$ cat src/rtl/dht11_reader.sv
// DHT11 single-wire reader: issues the start pulse, times the sensor's response and
// 40 data bits, verifies the checksum and holds the last good humidity/temperature.
module dht11_reader #(
  parameter int TICK_DIV     = 50,
  parameter int START_LOW_US = 18000,
  parameter int BIT1_THR_US  = 50,
  parameter int TIMEOUT_US   = 200,
  parameter int GAP_US       = 1000
) (
  input  logic       clk,
  input  logic       rst_n,
  input  logic       start,
  input  logic       dht_in,
  output logic       dht_oe,
  output logic       busy,
  output logic       valid,
  output logic [7:0] hum,
  output logic [7:0] temp,
  output logic       err_timeout,
  output logic       err_checksum
);
  localparam int PW = (TICK_DIV > 1) ? $clog2(TICK_DIV) : 1;

  typedef enum logic [3:0] {
    S_IDLE, S_START_LOW, S_WAIT_ACK, S_RESP_LOW, S_RESP_HIGH,
    S_BIT_LOW, S_BIT_HIGH, S_CHECK, S_DONE
  } state_t;

  state_t        state_q, state_d;
  logic          sync1_q, sync2_q, prev_q;
  logic [PW-1:0] presc_q;
  logic [15:0]   phase_q, phase_nx, cool_q;
  logic [39:0]   data_q, data_d;
  logic [5:0]    cnt_q, cnt_d;
  logic          ok_q, err_to_q;
  logic [7:0]    hum_q, temp_q, sum;
  logic          tick, fall, rise, in_wait, timeout, bit_val, sum_ok, load_cool;

  assign tick     = (presc_q == PW'(TICK_DIV - 1));
  // phase_nx is the elapsed-us count including the current cycle, so duration
  // compares see exactly N us after N*TICK_DIV cycles in a state.
  assign phase_nx = (phase_q == 16'hFFFF) ? phase_q : phase_q + {15'd0, tick};
  assign fall     = prev_q & ~sync2_q;
  assign rise     = ~prev_q & sync2_q;
  assign in_wait  = state_q inside {S_WAIT_ACK, S_RESP_LOW, S_RESP_HIGH, S_BIT_LOW, S_BIT_HIGH};
  assign timeout  = in_wait && (phase_nx >= 16'(TIMEOUT_US));
  assign bit_val  = (phase_nx >= 16'(BIT1_THR_US));
  assign sum      = data_q[39:32] + data_q[31:24] + data_q[23:16] + data_q[15:8];
  assign sum_ok   = (sum == data_q[7:0]);

  always_comb begin
    state_d   = state_q;
    data_d    = data_q;
    cnt_d     = cnt_q;
    load_cool = 1'b0;
    case (state_q)
      S_IDLE:      if (start && cool_q == 16'd0) begin
                     state_d = S_START_LOW;
                     cnt_d   = 6'd0;
                   end
      S_START_LOW: if (phase_nx >= 16'(START_LOW_US)) state_d = S_WAIT_ACK;
      S_WAIT_ACK:  if (fall) state_d = S_RESP_LOW;
      S_RESP_LOW:  if (rise) state_d = S_RESP_HIGH;
      S_RESP_HIGH: if (fall) state_d = S_BIT_LOW;
      S_BIT_LOW:   if (rise) state_d = S_BIT_HIGH;
      S_BIT_HIGH:  if (fall) begin
                     data_d  = {data_q[38:0], bit_val};
                     cnt_d   = cnt_q + 6'd1;
                     state_d = (cnt_q == 6'd39) ? S_CHECK : S_BIT_LOW;
                   end
      S_CHECK:     state_d = S_DONE;
      S_DONE:      begin
                     state_d   = S_IDLE;
                     load_cool = 1'b1;
                   end
      default:     state_d = S_IDLE;
    endcase
    // An expired phase overrides any edge seen in the same cycle.
    if (timeout) begin
      state_d   = S_IDLE;
      data_d    = data_q;
      cnt_d     = cnt_q;
      load_cool = 1'b1;
    end
  end

  always_ff @(posedge clk or negedge rst_n) begin
    if (!rst_n) begin
      state_q  <= S_IDLE;
      sync1_q  <= 1'b1;
      sync2_q  <= 1'b1;
      prev_q   <= 1'b1;
      presc_q  <= '0;
      phase_q  <= '0;
      cool_q   <= '0;
      data_q   <= '0;
      cnt_q    <= '0;
      ok_q     <= 1'b0;
      err_to_q <= 1'b0;
      hum_q    <= '0;
      temp_q   <= '0;
    end else begin
      sync1_q  <= dht_in;
      sync2_q  <= sync1_q;
      prev_q   <= sync2_q;
      state_q  <= state_d;
      data_q   <= data_d;
      cnt_q    <= cnt_d;
      err_to_q <= timeout;
      if (state_d != state_q) begin
        presc_q <= '0;
        phase_q <= '0;
      end else begin
        presc_q <= tick ? '0 : presc_q + PW'(1);
        phase_q <= phase_nx;
      end
      if (load_cool)
        cool_q <= 16'(GAP_US);
      else if (state_q == S_IDLE && tick && cool_q != 16'd0)
        cool_q <= cool_q - 16'd1;
      if (state_q == S_CHECK) begin
        ok_q <= sum_ok;
        if (sum_ok) begin
          hum_q  <= data_q[39:32];
          temp_q <= data_q[23:16];
        end
      end
    end
  end

  assign dht_oe       = (state_q == S_START_LOW);
  assign busy         = (state_q != S_IDLE);
  assign valid        = (state_q == S_DONE) && ok_q;
  assign err_checksum = (state_q == S_DONE) && !ok_q;
  assign err_timeout  = err_to_q;
  assign hum          = hum_q;
  assign temp         = temp_q;
endmodule
$ cat config.mk
export PLATFORM = sky130hd
export DESIGN_NAME = dht11_reader
export DESIGN_NICKNAME = d
export VERILOG_FILES = /design/src/rtl/dht11_reader.sv
export SDC_FILE = /design/constraint.sdc
export NUM_CORES = 1
export LEC_CHECK = 0
export ABC_CLOCK_PERIOD_IN_PS = 6940
export CAP_MARGIN = 20
export CORE_MARGIN = 2
export CORE_UTILIZATION = 65
export DETAILED_ROUTE_END_ITERATION = 8
export DONT_BUFFER_PORTS = 1
export PLACE_DENSITY = 0.81
export SLEW_MARGIN = 30
export SYNTH_ARGS = -nofsm -noshare
export SYNTH_HDL_FRONTEND = slang
export SYNTH_SLANG_ARGS = --single-unit
$ cat constraint.sdc
create_clock -name clk -period 6.94 [get_ports clk]
set_input_delay 1.388 -clock clk [delete_from_list [all_inputs] [get_ports clk]]
set_output_delay 1.388 -clock clk [all_outputs]
set_load 0.05 [all_outputs]
Word-level counts from Yosys, hierarchy flattened
Cells that the tools add are included.

Register bits after elaboration: 109. Output and inout port bits: 21. Logic and storage cells: 81.

Add/sub/neg operators: 7. $lt $le $gt $ge: 3. Equal/unequal tests: 15. Mux-type cells: 21. Bitwise logic cells: 5. Reduce and logical (&&, ||, !) cells: 17.

Operator list (count): 16-bit 2-to-1 mux (4); 4-bit 2-to-1 mux (8); 4-bit case mux with 8 select lines (1); 8-bit adder (3); 6-bit 2-to-1 mux (4); 16-bit by 1-bit adder with 16-bit output (1); 16-bit == test, second input constant (1); 4-bit by 3-bit == test with 1-bit output, second input constant (4); 16-bit by 15-bit >= comparator with 1-bit output, second input constant (1); 16-bit by 6-bit >= comparator with 1-bit output, second input constant (1); 16-bit by 8-bit >= comparator with 1-bit output, second input constant (1); 16-bit logical NOT (1); 16-bit nonzero test (1); 16-bit by 1-bit subtractor with 16-bit output, second input constant (1); 6-bit by 1-bit adder with 6-bit output, second input constant (2); 6-bit == test, second input constant (2); 6-bit case mux with 2 select lines (1); 4-bit by 2-bit == test with 1-bit output, second input constant (2); 8-bit == test (1); 1-bit logical AND (6); 5-bit nonzero test (1); 4-bit by 1-bit == test with 1-bit output, second input constant (1); 4-bit == test, second input constant (1); 4-bit logical NOT (1); other kinds (12) (18).

Logic depth before layout (Yosys ltp)
Gate-level depths: netlist (run 1).

Word-level depth: 9. Depth in mapped cells: 16. Mapped depth without buffers: 14.

Worst setup path before layout (run 1)
No wires, ideal clock.

Path type: register -> output. From: reg state_q[3]. To: out dht_oe. Data arrival time: 2529 ps. Data required time: 5552 ps. Path slack: 3023 ps. Cell stages (with the launch flop): 3. Cell sequence: dfrtp_1 > buf_1 > nor4b_1.

Longest elaborated chain between the ends: 1.

RTL lines: start: declaration (line 29) `state_t state_q, state_d;`; start signal: assignment (line 106) `state_q <= state_d;`; 4-bit by 1-bit == test with 1-bit output (line 131) `assign dht_oe = (state_q == S_START_LOW);`; end: declaration (line 14) `output logic dht_oe,`.

Every way passes these cells.

Final worst setup path (run 1)
From: reg presc_q[1]. To: reg presc_q[2].

Longest elaborated chain between the ends: 9. Elaborated cells on any way between the ends: 13.

RTL lines: start: declaration (line 31) `logic [PW-1:0] presc_q;`; start signal: assignment (line 114) `presc_q <= tick ? '0 : presc_q + PW'(1);`; 6-bit == test (line 39) `assign tick = (presc_q == PW'(TICK_DIV - 1));`; 16-bit by 1-bit adder with 16-bit output (line 42) `assign phase_nx = (phase_q == 16'hFFFF) ? phase_q : phase_q + {15'd0, tick};`; 16-bit 2-to-1 mux (line 42); 16-bit by 15-bit >= comparator with 1-bit output (line 61) `S_START_LOW: if (phase_nx >= 16'(START_LOW_US)) state_d = S_WAIT_ACK;`; 4-bit 2-to-1 mux (line 61); 4-bit case mux with 8 select lines (line 56) `case (state_q)`; 4-bit 2-to-1 mux (line 79) `if (timeout) begin`; 4-bit inequality test (line 110) `if (state_d != state_q) begin`; 6-bit 2-to-1 mux * (line 110).

Mark *: on every way between the ends. The rest lies on a longest branch, timed or not. A chain may end at the register's enable or synchronous reset.

==> results.py, run 1 <==
metrics = {
    "grt": {
        "wire_length_of_the_first_global_routing_pass_mm": 19.7,
        "grt_max_degree": 110,
        "grt_pass1_vias": 4097,
        "grt.total_usage_pct": 24.7,
        "globalRoute.totalOverflow": 0,
        "grt_antenna_before_repair": 0,
    },
    "yosys": {
        "ys_warn_count": 0,
        "synth.ff_latch_count": 109,
        "async_flop_share_pct": 100,
        "post_synth.cell_area_avg_um2": 11.1,
        "synth_edf_count": 0,
        "synth.yosys.seq_area_share_pct": 46.2,
        "dominantRegCellSynth": "sky130_fd_sc_hd__dfrtp_1",
        "syn-instance-count": 534,
        "syn_area_um2": 5910,
        "synth.net_count": 565,
        "synth_cell_types": 67,
    },
    "clocking": {
        "cts_max_level": 3,
        "clkSinkCount": 109,
        "worst_setup_hold_path_clk_slew_ns": 0.11,
        "cts.root.buffer_cell": "sky130_fd_sc_hd__clkbuf_8",
        "total_cts_buffers": 9,
        "cts_tree": "yes",
        "post-cts-setup-buffer-count": 0,
        "clock_path_buffers": 2,
        "post_cts_hold_buffer_count": 0,
        "worst_skew_pair.late_latency_ns": 0.37,
        "cts-resized-gates": 0,
    },
    "worst_setup_path": {
        "critPathMostFrequentCell": "sky130_fd_sc_hd__ha_1",
        "critical_path.max_fanout": 22,
        "worst_r2r_path_depth": 14,
        "timing.rr.start": "presc_q[1]",
        "worst_case_register_to_register_setup_slack_ns": 2.53,
        "cp_cell_instances": "inv_1 -> ha_1 -> nand4b_1 -> nor2_1 -> ha_1 -> ha_1 -> and3_1 -> nand3_1 -> xnor2_1 -> o41ai_1 -> o2111ai_2 -> o21bai_1 -> nand2_1 -> nor4_1",
        "worstSetupStartpointType": "flip-flop",
        "timing.setup.critical_path_class": "flip-flop to flip-flop",
        "max_stage_delay_ns": 0.45,
        "critical-path-slowest-cell": "sky130_fd_sc_hd__nand2_1",
        "worst_ep_required_time_ns": 7.21,
        "crit_path_end_kind": "flip-flop",
        "worstPathArrival_ns": 4.68,
        "regToRegEndpoint": "presc_q[2]",
    },
    "timing": {
        "fin_tns_setup_ns": 0,
        "timing.final.crit_share_pct": 63.5,
        "final_max_slew_viol_count": 0,
        "fmax_mhz": 227,
        "finalClockSkew_ns": 0.0169,
        "worst_pin_slew_ns": 0.885,
        "slew-limit-headroom_pct": 40.8,
        "rsz0062_at_grt": "no",
        "fin_ws_ns": 2.53,
        "finalHoldViolCount": 0,
        "setup-violations-final": 0,
        "finalCriticalPeriod_ns": 4.41,
    },
    "placement": {
        "routabilityCongestion": 0.853,
        "placement.io_buffers": 0,
        "placed_cell_area_um2": 5960,
        "dp_hpwl_mm": 7.84,
        "pre_cts_slack_ns": 2.53,
        "dp_cells": 624,
    },
    "power_and_ir_drop": {
        "power_switching_share_pct": 21.7,
        "ir_drop_v": 0.000147,
        "cellPowerDensity_nw_per_um2": 175,
        "leakage_nw": 3.05,
        "p_comb_share_pct": 0.1,
        "intPower_mw": 0.850,
        "power_frac_clock_pct": 41.1,
        "net_switching_power_of_the_design_mw": 0.235,
        "register_share_of_total_power_pct": 58.7,
    },
    "die": {
        "floorplan.die_area_um2": 9870,
        "die_w_um": 99.4,
        "floorplan.die.height_um": 99.4,
        "initial_utilization_pct": 67.4,
        "std_cell_rows": 34,
        "io_pins": 25,
        "core-area_um2": 8760,
    },
    "detailed_routing": {
        "detailed_route_via_count": 4004,
        "routed_wire_length_per_instance_um": 17.7,
        "ant_nets": 0,
        "drt_iter0_markers": 158,
        "avgViaCountPerCell": 6.26,
        "detail_route.wirelength_mm": 11.3,
        "drc": 0,
        "first_drt_pass_iteration_count": 6,
    },
    "hold_path": {
        "hold_path_startpoint": "sync1_q",
        "worst_hold_path_endpoint": "sync2_q",
        "hold_path_class": "flip-flop to flip-flop",
        "hold_path_depth": 0,
    },
    "finish": {
        "area_growth_syn_to_layout_pct": 4.93,
        "num_antenna_cells": 0,
        "instances_no_fill": 640,
        "final_design_area_excluding_fillers_um2": 6200,
        "multi_input_comb_area_um2": 3020,
        "mostFrequentLayoutCells": "sky130_fd_sc_hd__dfrtp_1, sky130_fd_sc_hd__mux2_2, sky130_fd_sc_hd__nand2_1",
        "sequential_cell_area_um2": 2730,
        "nets": 558,
        "mostFrequentLayoutCell": "sky130_fd_sc_hd__dfrtp_1",
        "layout.filler_cells": 630,
        "layout-drive-gt1-share_pct": 18.0,
    },
    "job": {
        "max-cap-violations": 0,
    },
    "status": {
        "outcome": "finished, final reports clean",
    },
}
[per-stage QoR]
step	hold WS [ns]	total power, mW	util (%)
after detailed placement	0.353	0.651	68.0
after global routing	0.371	1.12	70.8
after floorplan	0.345	0.650	-
after global placement	0.346	0.651	68.0
after CTS	0.369	1.09	70.7
final	0.368	1.08	70.8
[cells in the mapped netlist, drive strengths merged (16+ instances only)]
cell / count / area [um^2]
a21oi: 20 / 104
buf: 16 / 108
dfrtp: 106 / 2650
mux2: 55 / 619
nand2: 34 / 128
nand3: 22 / 110
nor2: 35 / 141
nor3: 29 / 150
o21ai: 19 / 95.1
xnor2: 28 / 245
xor2: 17 / 149
[worst max path at each step]
stage / from / end / slack [ns] / cells after the start
2_1_floorplan: state_q[3] / dht_oe / 3.02 / 2
3_3_place_gp: presc_q[1] / presc_q[5] / 2.86 / 14
3_5_place_dp: presc_q[1] / presc_q[2] / 2.53 / 14
4_1_cts: presc_q[1] / presc_q[2] / 2.55 / 14
5_1_grt: presc_q[1] / presc_q[2] / 1.98 / 14
6_report: presc_q[1] / presc_q[2] / 2.53 / 14
[cell families after synthesis]
family          Yosys count  share of synthesized area, %
compound gates           75                          8.74
fa+ha+maj                27                          7.49
flops                   109                          46.2
xor+xnor                 45                          6.67
simple gates            185                          16.9
mux                      58                          11.0
buf+inv                  35                          3.03
[critical path: cells and delay by family, from the launching register on]
| kind | cells | cell delay, ns |
|---|---|---|
| flip-flops | 1 | 0.42 |
| AND/OR/NAND/NOR | 6 | 1.83 |
| XOR/XNOR | 1 | 0.16 |
| AO/OA/AOI/OAI | 3 | 0.96 |
| buffers and inverters | 1 | 0.07 |
| adder cells (fa/ha/maj) | 3 | 0.87 |
[flip-flops by register name (all words and copies together), names as in the netlist]
| signal | flops |
|---|---|
| presc_q | 6 |
| temp | 8 |
| sync2_q | 1 |
| cool_q | 16 |
| state_q | 4 |
| phase_q | 16 |
| cnt_q | 6 |
| prev_q | 1 |
| err_timeout | 1 |
| ok_q | 1 |
| hum | 8 |
| sync1_q | 1 |
| data_q | 40 |
[per-layer routing]
| layer | track usage (%) | vias up | share of wire [%] |
|---|---|---|---|
| li1 | - | 1898 | - |
| met1 | 35.6 | 2008 | 47 |
| met2 | 38.7 | 90 | 49 |
| met3 | 5.20 | 8 | 3.8 |
| met4 | 6.74 | 0 | 0.73 |
| met5 | 0 | - | 0 |
[area by class of cell]
type | instances | area share, %
inverters | 14 | 0.847
multi-input cells | 390 | 48.7
repair buffers | 3 | 0.424
flip-flops and latches | 109 | 44.0
clock inverters | 6 | 1.73
clock buffers | 10 | 2.06
well taps | 108 | 2.18
[power groups by stage]
| stage | combinational (mW) | clock (mW) | sequential, mW |
|---|---|---|---|
| 5_1_grt | 0.00183 | 0.477 | 0.637 |
| 6_report | 0.00154 | 0.446 | 0.637 |
| 3_3_place_gp | 0.00146 | 0 | 0.649 |
| 3_5_place_dp | 0.00153 | 0 | 0.649 |
| 4_1_cts | 0.00153 | 0.450 | 0.637 |
| 2_1_floorplan | 0.00123 | 0 | 0.649 |
Note: power is estimated with default switching activity, not from simulation.
==> run 2: changes to the inputs <==
--- a/config.mk
+++ b/config.mk
@@ -5,13 +5,13 @@
 export SDC_FILE = /design/constraint.sdc
 export NUM_CORES = 1
 export LEC_CHECK = 0
-export ABC_CLOCK_PERIOD_IN_PS = 6940
+export ABC_CLOCK_PERIOD_IN_PS = 3700
 export CAP_MARGIN = 20
 export CORE_MARGIN = 2
-export CORE_UTILIZATION = 65
+export CORE_UTILIZATION = 58
 export DETAILED_ROUTE_END_ITERATION = 8
 export DONT_BUFFER_PORTS = 1
-export PLACE_DENSITY = 0.81
+export PLACE_DENSITY = 0.76
 export SLEW_MARGIN = 30
 export SYNTH_ARGS = -nofsm -noshare
 export SYNTH_HDL_FRONTEND = slang
==> constraint.sdc (replaced) <==
create_clock -name clk -period 3.7 [get_ports clk]
set_input_delay 0.74 -clock clk [delete_from_list [all_inputs] [get_ports clk]]
set_output_delay 0.74 -clock clk [all_outputs]
set_load 0.05 [all_outputs]
==> results.py, run 2 (synthesis gave the netlist of run 1 again) <==
metrics = {
    "clocking": {
        "cts_max_level": 3,
        "worst_setup_hold_path_clk_slew_ns": 0.11,
        "cts.root.buffer_cell": "sky130_fd_sc_hd__clkbuf_8",
        "cts_tree": "yes",
        "clkSinkCount": 109,
        "worst_skew_pair.late_latency_ns": 0.38,
        "clock_path_buffers": 2,
        "total_cts_buffers": 9,
        "post_cts_hold_buffer_count": 0,
    },
    "placement": {
        "pre_cts_slack_ns": 0.0366,
        "placement.io_buffers": 0,
        "dp_hpwl_mm": 7.73,
        "routabilityCongestion": 0.896,
        "placed_cell_area_um2": 6070,
    },
    "die": {
        "floorplan.die.height_um": 105,
        "core-area_um2": 9820,
        "die_w_um": 105,
        "io_pins": 25,
        "std_cell_rows": 36,
        "floorplan.die_area_um2": 11000,
        "initial_utilization_pct": 60.2,
    },
    "finish": {
        "layout.filler_cells": 773,
        "top_regs": "data_q: 40 flops, cool_q: 16 flops, phase_q: 16 flops",
        "multi_input_comb_area_um2": 3140,
        "top_register_by_number_of_flip_flops": "data_q",
        "num_antenna_cells": 0,
        "sequential_cell_area_um2": 2730,
        "final_design_area_excluding_fillers_um2": 6440,
        "area_growth_syn_to_layout_pct": 8.89,
        "largest_register_ffs": 40,
        "mostFrequentLayoutCell": "sky130_fd_sc_hd__dfrtp_1",
        "layout-drive-gt1-share_pct": 22.3,
        "nets": 573,
        "mostFrequentLayoutCells": "sky130_fd_sc_hd__dfrtp_1, sky130_fd_sc_hd__mux2_2, sky130_fd_sc_hd__nand2_1",
    },
    "grt": {
        "grt_pass1_vias": 3964,
        "globalRoute.busiestLayer": "met2",
        "grt_antenna_before_repair": 0,
        "wire_length_of_the_first_global_routing_pass_mm": 19.1,
        "globalRoute.totalOverflow": 0,
        "grtUsageMet2_pct": 33.1,
        "global_route.usage.met1_pct": 31.0,
        "grt_max_degree": 110,
        "grt.total_usage_pct": 21.6,
        "grtUsageMet3_pct": 3.18,
    },
    "worst_setup_path": {
        "worst_case_register_to_register_setup_slack_ns": 0.08,
        "crit_cells": 14,
        "crit_path_end_kind": "flip-flop",
        "timing.setup.critical_path_class": "flip-flop to flip-flop",
        "cp_cell_instances": "fa_1 -> fa_1 -> ha_2 -> inv_2 -> fa_2 -> nor2b_1 -> o21ai_1 -> nand2b_1 -> a21o_1 -> a21oi_1 -> xnor2_1 -> nor3_4 -> buf_6 -> mux2_4",
        "path_buf_inv": 2,
        "setup.worst_path.start": "data_q[9]",
        "timing.rr.start": "data_q[9]",
        "critPathMostFrequentCell": "sky130_fd_sc_hd__fa_1",
        "critical-path-slowest-cell": "sky130_fd_sc_hd__fa_1",
        "critical_path.top_delay_family": "adder cells",
        "worstPathArrival_ns": 3.89,
        "worst_r2r_path_depth": 14,
        "max_stage_delay_ns": 0.50,
        "critical_path.max_fanout": 6,
        "worst_ep_required_time_ns": 3.96,
        "regToRegEndpoint": "hum[5]",
        "worstSetupStartpointType": "flip-flop",
    },
    "detailed_routing": {
        "detailed_route_via_count": 4002,
        "routed_wire_length_per_instance_um": 16.7,
        "ant_nets": 0,
        "drc": 0,
        "avgViaCountPerCell": 5.89,
        "drt_iter0_markers": 191,
        "detail_route.wirelength_mm": 11.3,
        "first_drt_pass_iteration_count": 7,
    },
    "timing": {
        "finalCriticalPeriod_ns": 3.62,
        "fin_ws_ns": 0.0779,
        "finalClockSkew_ns": 0.0168,
        "setup-violations-final": 0,
        "timing.final.crit_share_pct": 97.9,
        "worst_pin_slew_ns": 0.880,
        "final_max_slew_viol_count": 0,
        "finalHoldViolCount": 0,
        "final.hold.worst_slack_ns": 0.0486,
        "slew-limit-headroom_pct": 41.1,
        "fmax_mhz": 276,
    },
    "hold_path": {
        "hold_path_class": "primary input to asynchronous set/reset pin",
    },
    "power_and_ir_drop": {
        "cellPowerDensity_nw_per_um2": 297,
        "ir_drop_v": 0.000298,
        "leakage_nw": 3.11,
    },
    "job": {
        "max-cap-violations": 0,
    },
    "status": {
        "outcome": "finished, final reports clean",
    },
}
==> run 2: what timing repair did <==
action / CTS / global route
gates resized for setup: 0 / 30
buffers inserted: 0 / 6
endpoints found under the setup margin: 0 / 89
==> run 2: metal layers <==
layer	share of wire [%]	vias up
met5	0	-
met4	1.0	0
met3	3.3	8
met2	48	74
met1	48	1988
li1	-	1932
==> run 2: worst register-to-register path: stages (launching register included) <==
cell and delay [ns]:
sky130_fd_sc_hd__dfrtp_1 0.41, sky130_fd_sc_hd__fa_1 0.49, sky130_fd_sc_hd__fa_1 0.50, sky130_fd_sc_hd__ha_2 0.19, sky130_fd_sc_hd__inv_2 0.04, sky130_fd_sc_hd__fa_2 0.36
sky130_fd_sc_hd__nor2b_1 0.14, sky130_fd_sc_hd__o21ai_1 0.07, sky130_fd_sc_hd__nand2b_1 0.11, sky130_fd_sc_hd__a21o_1 0.13, sky130_fd_sc_hd__a21oi_1 0.08, sky130_fd_sc_hd__xnor2_1 0.17
sky130_fd_sc_hd__nor3_4 0.32, sky130_fd_sc_hd__buf_6 0.20, sky130_fd_sc_hd__mux2_4 0.31
==> run 2: where the power goes <==
part | leakage (nW) | switching [mW] | internal [mW]
clock network | 0.0927 | 0.404 | 0.312
logic | 1.55 | 0.00173 | 0.00118
registers | 1.47 | 0.00119 | 1.19
total | 3.11 | 0.407 | 1.51
==> run 2: cell type report <==
cell class	instances	share of cell area, %
Inverter	14	0.816
Sequential cell	109	42.5
Tap cell	133	2.59
Timing Repair Buffer	18	2.47
Clock inverter	5	0.933
Clock buffer	10	1.98
Multi-Input combinational cell	390	48.8
==> run 2: worst max path at each step <==
stage / to / slack, ns
after floorplan: hum[0] / 0.06
after global placement: temp[1] / 0.09
after detailed placement: temp[7] / 0.04
after CTS: temp[7] / 0.0002
after global routing: hum[5] / -0.11
final: hum[5] / 0.08
==> run 2: per-stage QoR <==
stage,utilization [%],setup TNS (ns),total power [mW],cells
3_5_place_dp,61.8,0,1.22,657
6_report,65.5,0,1.91,679
5_1_grt,65.5,-1.57,1.99,679
3_3_place_gp,61.8,0,1.22,657
4_1_cts,63.7,0,1.93,672
2_1_floorplan,-,0,1.22,534
